File: src/rtl/regfile_sb.sv
`default_nettype none
// ============================================================================
// Module   : regfile_sb
// Purpose  : Decode-stage register file with two combinational read ports,
//            two synchronous writeback ports (E, M) and a per-register
//            scoreboard. The scoreboard counts in-flight destinations and
//            raises a RAW hazard to the stall logic.
// Optional : REGFILE_BYPASS_EN - forward same-cycle writeback data to the
//            read ports, and drop the hazard for a source whose last pending
//            write is landing this cycle.
// Ports    : clk_i, rst_n_i (async, active-low)
//            srcA_i/srcB_i  -> valA_o/valB_o   read ports (NONE reads 0)
//            dstE_i/valE_i, dstM_i/valM_i      writeback ports (M wins ties)
//            issue_v_i, issue_dstE_i/M_i       destination reservation
//            hazard_o, busy_o                  scoreboard outputs
// Revision : 1.0 - initial release
// ============================================================================
module regfile_sb #(
    parameter int DATA_W = 64,
    parameter int ADDR_W = 4,
    parameter int NREGS  = 15
) (
    input  logic              clk_i,
    input  logic              rst_n_i,
    input  logic [ADDR_W-1:0] srcA_i,
    input  logic [ADDR_W-1:0] srcB_i,
    output logic [DATA_W-1:0] valA_o,
    output logic [DATA_W-1:0] valB_o,
    input  logic [ADDR_W-1:0] dstE_i,
    input  logic [DATA_W-1:0] valE_i,
    input  logic [ADDR_W-1:0] dstM_i,
    input  logic [DATA_W-1:0] valM_i,
    input  logic              issue_v_i,
    input  logic [ADDR_W-1:0] issue_dstE_i,
    input  logic [ADDR_W-1:0] issue_dstM_i,
    output logic              hazard_o,
    output logic [NREGS-1:0]  busy_o
);

    // Index (2**ADDR_W)-1 is NONE. Every physical index is below NREGS,
    // which never exceeds NONE, so a plain equality match against a
    // physical index already rejects NONE and out-of-range indices.
    localparam logic [ADDR_W-1:0] c_none = '1;

    logic [DATA_W-1:0] r_regs [NREGS];
    logic [1:0]        r_cnt  [NREGS];
    logic [1:0]        w_cnt_nxt [NREGS];
    logic [NREGS-1:0]  w_written;
    logic [DATA_W-1:0] w_arr_a;
    logic [DATA_W-1:0] w_arr_b;
    logic              w_haz_a;
    logic              w_haz_b;

    // Saturating pending-count update: add reservations first, then take
    // one release, so increment and release in the same cycle cancel.
    function automatic logic [1:0] f_next_cnt(input logic [1:0] cnt,
                                              input logic       inc_e,
                                              input logic       inc_m,
                                              input logic       rel);
        logic [2:0] s;
        s = {1'b0, cnt} + {2'b00, inc_e} + {2'b00, inc_m};
        if (rel && (s != 3'd0))
            s = s - 3'd1;
        return (s > 3'd3) ? 2'd3 : s[1:0];
    endfunction

    // ------------------------------------------------------------------
    // Register array. M is evaluated first so it wins a same-index tie.
    // ------------------------------------------------------------------
    always_ff @(posedge clk_i or negedge rst_n_i) begin
        if (!rst_n_i) begin
            for (int i = 0; i < NREGS; i++)
                r_regs[i] <= '0;
        end else begin
            for (int i = 0; i < NREGS; i++) begin
                if (dstM_i == ADDR_W'(i))
                    r_regs[i] <= valM_i;
                else if (dstE_i == ADDR_W'(i))
                    r_regs[i] <= valE_i;
            end
        end
    end

    // ------------------------------------------------------------------
    // Scoreboard
    // ------------------------------------------------------------------
    always_comb begin
        w_written = '0;
        for (int i = 0; i < NREGS; i++) begin
            w_written[i] = (dstE_i == ADDR_W'(i)) || (dstM_i == ADDR_W'(i));
            w_cnt_nxt[i] = f_next_cnt(
                r_cnt[i],
                issue_v_i && (issue_dstE_i == ADDR_W'(i)),
                issue_v_i && (issue_dstM_i == ADDR_W'(i)) &&
                    (issue_dstM_i != issue_dstE_i),
                w_written[i]);
        end
    end

    always_ff @(posedge clk_i or negedge rst_n_i) begin
        if (!rst_n_i) begin
            for (int i = 0; i < NREGS; i++)
                r_cnt[i] <= 2'd0;
        end else begin
            for (int i = 0; i < NREGS; i++)
                r_cnt[i] <= w_cnt_nxt[i];
        end
    end

    always_comb begin
        busy_o = '0;
        for (int i = 0; i < NREGS; i++)
            busy_o[i] = (r_cnt[i] != 2'd0);
    end

    // ------------------------------------------------------------------
    // Read ports and hazard detection
    // ------------------------------------------------------------------
    always_comb begin
        w_arr_a = '0;
        w_arr_b = '0;
        w_haz_a = 1'b0;
        w_haz_b = 1'b0;
        for (int i = 0; i < NREGS; i++) begin
            if (srcA_i == ADDR_W'(i)) begin
                w_arr_a = r_regs[i];
`ifdef REGFILE_BYPASS_EN
                w_haz_a = busy_o[i] && !((r_cnt[i] == 2'd1) && w_written[i]);
`else
                w_haz_a = busy_o[i];
`endif
            end
            if (srcB_i == ADDR_W'(i)) begin
                w_arr_b = r_regs[i];
`ifdef REGFILE_BYPASS_EN
                w_haz_b = busy_o[i] && !((r_cnt[i] == 2'd1) && w_written[i]);
`else
                w_haz_b = busy_o[i];
`endif
            end
        end
    end

`ifdef REGFILE_BYPASS_EN
    // Forwarding is blocked in reset so that reset reads stay at zero.
    always_comb begin
        valA_o = w_arr_a;
        valB_o = w_arr_b;
        if (rst_n_i && (srcA_i != c_none)) begin
            if (srcA_i == dstM_i)      valA_o = valM_i;
            else if (srcA_i == dstE_i) valA_o = valE_i;
        end
        if (rst_n_i && (srcB_i != c_none)) begin
            if (srcB_i == dstM_i)      valB_o = valM_i;
            else if (srcB_i == dstE_i) valB_o = valE_i;
        end
    end
`else
    assign valA_o = w_arr_a;
    assign valB_o = w_arr_b;
`endif

    assign hazard_o = w_haz_a || w_haz_b;

endmodule
`default_nettype wire

File: config.mk
export PLATFORM = sky130hd
export DESIGN_NAME = regfile_sb
export DESIGN_NICKNAME = d
export VERILOG_FILES = /design/src/rtl/regfile_sb.sv
export SDC_FILE = /design/constraint.sdc
export NUM_CORES = 2
export LEC_CHECK = 0
export ABC_AREA = 1
export BUFFER_PORTS_ARGS = -buffer_cell sky130_fd_sc_hd__buf_4
export CELL_PAD_IN_SITES_DETAIL_PLACEMENT = 2
export CELL_PAD_IN_SITES_GLOBAL_PLACEMENT = 2
export CORE_ASPECT_RATIO = 1.1
export CORE_UTILIZATION = 35
export CTS_CLUSTER_DIAMETER = 120
export DETAILED_ROUTE_END_ITERATION = 8
export HOLD_SLACK_MARGIN = 0.02
export PLACE_DENSITY = 0.87
export SLEW_MARGIN = 10
export SYNTH_ARGS = -nofsm -noshare
export SYNTH_HDL_FRONTEND = slang
export SYNTH_SLANG_ARGS = --single-unit
File: constraint.sdc
create_clock -name clk_i -period 2.46 [get_ports clk_i]
set_clock_uncertainty 0.1 [all_clocks]
set_input_delay 0.123 -clock clk_i [delete_from_list [all_inputs] [get_ports clk_i]]
set_output_delay 0.123 -clock clk_i [all_outputs]
set_load 0.02 [all_outputs]
==> summary.md, run 1 <==
| Metric | Value |
|---|---|
| Worst setup endpoint GRT | hazard_o |
| Netlist Area Pre-Place | around 0.060 mm² |
| Count of state elements after synthesis | just under 1000 |
| Chip height | roughly 440 µm |
| Post-Synthesis Net Count | 9124 |
| Number of distinct library cells after synthesis | 36 |
| Starting Density | 35.23% |
| Sequential-to-total area share from yosys stat | between 40% and 50% |
| Cell at the root of the clock tree | clkbuf_16 |
| Overall fraction of global-route tracks in use | roughly 90% |
| Last stage reached | global routing |
| CTS H-Tree Depth | 3 |
| Bufs on Longest Clock Path | 3 |
| Maximum number of pins on one net before global-route repair | roughly 130 |
| Run status | stopped before the end |
| Number of enable-type register cells in the synthesized netlist | 0 |
| Width of the die | between 300 and 400 µm |
| Number of top-level pins | 299 |
| Final global-route overflow total | 1103 |
| Worst-case setup slack after placement | -0.6314 ns |
| Worst-path end type | output port |
| Final GP Congestion | 0.9776 |
| Number of placement rows | roughly 160 |
| Detailed placement HPWL | ~280 mm |
| IO Port Bufs | between 200 and 300 |
| Share of synthesized flip-flops with an asynchronous set or reset | 100.0% |
| Mean instance size in the synthesized netlist | just under 7 µm² |
| Number of cells produced by synthesis | about 9000 |
| Yosys warning count | 0 |
| TritonCTS buffer count | 119 |
| Most common flop cell mapped by yosys | dfrtp_1 |
| Total placed cells including tap cells | about 11000 |
| Total clock sinks | slightly below 1000 |
| Initial antenna violation count | 158 |
| Error msg | [ERROR GRT-0232] Routing congestion too high. Check the congestion heatmap in the GUI. |
through the flow:
stage                     cell area [µm²]  setup TNS (ns)
after global placement              69010          -16.53
after floorplan                     60170         -0.1118
after CTS                           77250          -35.46
after detailed placement            69010          -33.47
Yosys cell counts (2+ instances only):
cell      number  share of area, %
a21oi_1      758               6.3
buf_1         64              0.40
buf_2        100              0.83
clkbuf_1     544               3.4
clkbuf_2      10             0.083
clkinv_1       2             0.012
dfrtp_1      990                41
fa_1          15              0.50
ha_1          45              0.94
inv_1        533               3.3
inv_2         45              0.28
mux2_1         8              0.15
mux2_2         2             0.037
nand2_1     2307                14
nand2_2        4             0.042
nand3_1      198               1.6
nand3b_1      10              0.12
nand4_1      343               3.6
nor2_1      1080               6.7
nor2_2        14              0.15
nor2_4         7              0.13
nor3_1        47              0.39
nor4_1         3             0.031
o211ai_1      51              0.64
o21ai_0     1613                13
o21ai_1       51              0.42
o221ai_1      11              0.16
o22ai_1        7             0.073
o311ai_0      13              0.19
or2_1         10              0.10
or2_2          8             0.083
xor2_1        12              0.17
cell families after synthesis:
group | count (synthesis) | synth area share, %
compound gates | 2505 | 21.23
mux | 10 | 0.1872
flops | 990 | 41.19
fa+ha+maj | 60 | 1.436
xor+xnor | 12 | 0.1748
simple gates | 4033 | 27.44
buf+inv | 1299 | 8.343
per-layer routing:
| metal | GRT overflow | GRT usage, % |
|---|---|---|
| met5 | 12 | 78.01 |
| met4 | 420 | 90.50 |
| met3 | 132 | 87.12 |
| met2 | 429 | 97.84 |
| met1 | 110 | 89.42 |
repair_timing:
| item | CTS |
|---|---|
| setup endpoints to repair | 148 |
| gates resized for setup | 575 |
| hold buffers | 188 |
| pin swaps | 406 |
| setup buffers | 81 |
| endpoints found under the hold margin | 1950 |
| cloned | 1 |
==> run 2, diff against run 1 <==
Settings changed: CELL_PAD_IN_SITES_DETAIL_PLACEMENT 2 to not set, CELL_PAD_IN_SITES_GLOBAL_PLACEMENT 2 to not set, CORE_ASPECT_RATIO 1.1 to not set, CORE_UTILIZATION 35 to 30, CTS_CLUSTER_DIAMETER 120 to not set, HOLD_SLACK_MARGIN 0.02 to not set, PLACE_DENSITY 0.87 to not set, PLACE_DENSITY_LB_ADDON set to 0.15.
==> run 2 against run 1 <==
  * The flow now finishes, with violations (negative setup slack)
  * Synthesized cell count unchanged
  * Synthesized area unchanged
==> summary.md, run 2 <==
| Metric | Value |
|---|---|
| Total DRC errors in the routed layout | 0 |
| Least setup slack across all paths after layout | -0.3400 ns |
| Number of enable-type register cells in the synthesized netlist | 0 (unchanged) |
| Final GP Congestion | 0.9377 (-4.1%) |
| Sequential-to-total area share from yosys stat | 41.19% (unchanged) |
| Number of distinct library cells after synthesis | 36 (unchanged) |
| Leading registers by flop count | r_regs (960), r_cnt (30) |
| Share of synthesized flip-flops with an asynchronous set or reset | 100.0% (unchanged) |
| IO Port Bufs | 298 (unchanged) |
| Layout cells sized above 1 | between 15 and 20% |
| Total clock sinks | 990 (unchanged) |
| Number of top-level pins | 299 (unchanged) |
| Total count of max-transition violations in the final report | 0 |
| Worst Hold Margin | ~0.065 ns |
| Worst setup path class | reg -> out |
| Summed area of non-filler cells in the final layout | 0.07661 mm² |
| TritonCTS buffer count | 133 (+12%) |
| Non-filler cells, final | 12085 |
| Die area | ~0.20 mm² |
| Post-Synthesis Net Count | 9124 (unchanged) |
| Maximum number of pins on one net before global-route repair | 120 |
| Final critical-path required period | ~2.8 ns |
| Clock share of power | approximately a third |
| Std-Cell Core Area | around 0.2 mm² |
| Routed wire length per instance | roughly 29 µm |
| Leading cell types in the layout, fill and taps excluded | nand2_1, o21ai_0, dfrtp_1 |
| Number of cells produced by synthesis | 8909 (unchanged) |
| DRC marker count from the first detailed-route iteration | ~9700 |
| Violations in the final reports | negative setup slack |
| Proportion of power drawn by combinational gates | about a quarter |
| Count of TritonRoute iterations in the first routing pass | 8 |
| Detailed placement HPWL | 220.8 mm (-20%) |
| Most frequent cells after synthesis | nand2_1, o21ai_0, nor2_1 |
| Placed instance area | 0.06851 mm² (-0.72%) |
| Netlist Area Pre-Place | 0.06014 mm² (unchanged) |
| Bufs on Longest Clock Path | 3 (unchanged) |
| Crit path launch type | flop |
| Type of element capturing the critical path | output pin |
| Starting Density | 30.34% (-4.9 points) |
| Max reg flops | 960 |
| CTS H-Tree Depth | 4 (+1) |
| Required time worst endpoint | ~2.2 ns |
| Cell at the root of the clock tree | clkbuf_16 |
| CTS clock-pin slew for the worst setup and hold paths | about 0.050 ns |
| Register bank with the most flops | r_regs |
| Worst hold path class | in -> reg |
| Switching fraction of total power | 35.21% |
| Pwr Total | roughly 57000 µW |
| Worst-path maximum fanout | 3 |
| Data arrival at the endpoint of the critical path | roughly 2.6 ns |
| Layout area overhead | 27.39% |
| Final global-route overflow total | 0 |
| Total placed cells including tap cells | 11562 (+2.5%) |
| Source-to-sink clock delay at the later pin of the worst-skew pair | between 0.8 and 0.9 ns |
| NetSw | about 20000 µW |
| Filler cell count in the final layout | slightly above 20000 |
| Cell with the most instances after synthesis | nand2_1 |
| Register share of total power | between 30% and 40% |
| Run status | finished, violations left |
| Antenna-violating nets left | 0 |
| Most common library cell in the layout ignoring fill and taps | nand2_1 |
| P per Cell Area | 740.3 mW/mm² |
| Detailed-route wire length | between 300 and 400 mm |
| Width of the die | 449.7 µm (+13%) |
| Count of state elements after synthesis | 990 (unchanged) |
| Register area | 0.02477 mm² |
| Largest cells by area after synthesis | dfrtp_1, nand2_1, o21ai_0, nor2_1, a21oi_1 |
| Synth top area share | 41.19% (unchanged) |
| Accumulated negative setup slack | -4.898 ns |
| Mean instance size in the synthesized netlist | 6.750 µm² (unchanged) |
| Cell-internal power | 36750 µW |
| Max-slew headroom | a little over a third |
| Combined area of the multi-input logic cells | 0.03175 mm² |
| TritonCTS clock tree | done |
| Number of violations of the max-capacitance limit | 0 |
| Maximum clock frequency | 357.1 MHz |
| Count of vias placed by the detailed router | approximately 70000 |
| Unrepaired setup endpoints after global routing | true |
| Final period utilization | 113.8% |
| Final hold violation count | 0 |
| Standby leakage power | 0.03415 µW |
| Yosys warning count | 0 (unchanged) |
| Finish-stage setup viols | 67 |
| Initial antenna violation count | 39 |
| Transition at the pin with the smallest max-transition slack | between 0.9 and 1 ns |
| Ratio of routed vias to standard cells | 5.803 |
| Number of placement rows | 163 (+2.5%) |
| Highest ir drop seen on vdd | ~740 µV |
| Overall fraction of global-route tracks in use | 33.57% |
| First-pass GRT wire length | 494.2 mm |
| Cell taking the most area after synthesis | dfrtp_1 |
| Final Net Count | ~9500 |
| Via count of the first global-routing pass | approximately 66000 |
| Most common flop cell mapped by yosys | dfrtp_1 |
| Chip height | 449.7 µm (+3.0%) |
-- run 2: worst paths after layout --
check | endpoint | slack, ns | startpoint | depth (start not counted)
max | hazard_o | -0.34 | r_cnt[26]$_DFF_PN0_ | 13
min | r_regs[206]$_DFFE_PN0P_ | 0.06 | dstM_i[2] | 7
max reg2reg | r_cnt[29]$_DFF_PN0_ | 0.02 | r_cnt[28]$_DFF_PN0_ | 9
min reg2reg | r_regs[161]$_DFFE_PN0P_ | 0.40 | r_regs[161]$_DFFE_PN0P_ | 2
max in group asynchronous | r_regs[895]$_DFFE_PN0P_ | 0.64 | rst_n_i | 4
min in group asynchronous | r_regs[392]$_DFFE_PN0P_ | 0.52 | rst_n_i | 4
-- run 2: logic make-up after synthesis --
family	count (synthesis)	share of synthesized area [%]
AOI/OAI and AO/OA	2505	21.23
and+or+nand+nor	4033	27.44
xor gates and xnor gates	12	0.1748
DFF	990	41.19
buffers and inverters	1299	8.343
adders and majority gates	60	1.436
muxes	10	0.1872
-- run 2: layout make-up --
class,instances,share of cell area [%]
Clock inverter,26,0.3315
Antenna cell,23,0.07513
Multi-Input combinational cell,6620,41.44
Sequential cell,990,32.34
Timing Repair Buffer,1003,13.37
Tap cell,2640,4.312
Clock buffer,203,5.244
Inverter,580,2.889
-- run 2: per-layer routing --
metal	track usage, %	up-vias	wire [µm]
met1	44.80	34220	140800
met3	7.882	945	39720
li1	-	30252	-
met4	16.10	12	17250
met5	0	-	80
met2	50.87	4697	153300
-- run 2: repair_timing --
item | 4_1_cts | 5_1_grt
hold buffers | 206 | 0
buffers inserted | 34 | 30
pin swaps | 115 | 176
endpoints found under the hold margin | 1950 | 0
gates resized for setup | 249 | 175
cloned | 0 | 2
setup endpoints to repair | 124 | 158
-- run 2: power by group through the flow --
stage | logic (µW) | clock network, µW | registers [µW]
floorplan | 7250 | 0 | 21900
global placement | 12600 | 0 | 22500
detailed placement | 12900 | 0 | 22600
CTS | 13900 | 20000 | 22400
global route | 15800 | 20600 | 22900
finish | 14400 | 19800 | 22500
-- run 2: worst max-delay path: stages (launching register included) --
cell	delay, ns
dfrtp_1	0.39
inv_2	0.10
nand2_8	0.09
nand3_2	0.09
nand2_2	0.07
nor2_2	0.10
nand4_1	0.10
nand2_1	0.10
nand3_2	0.12
nand2_1	0.09
nand4_1	0.08
nor2_1	0.14
nand3_2	0.13
buf_6	0.16
-- run 2: stage by stage --
stage          util, %  setup WS (ns)
6_report         38.65        -0.3400
5_1_grt          38.63        -0.4056
4_1_cts          38.23        -0.2940
3_5_place_dp     34.56        -0.4049
3_3_place_gp     34.56        -0.4360
2_1_floorplan        -       -0.03352
(Power assumes the default switching activity.)
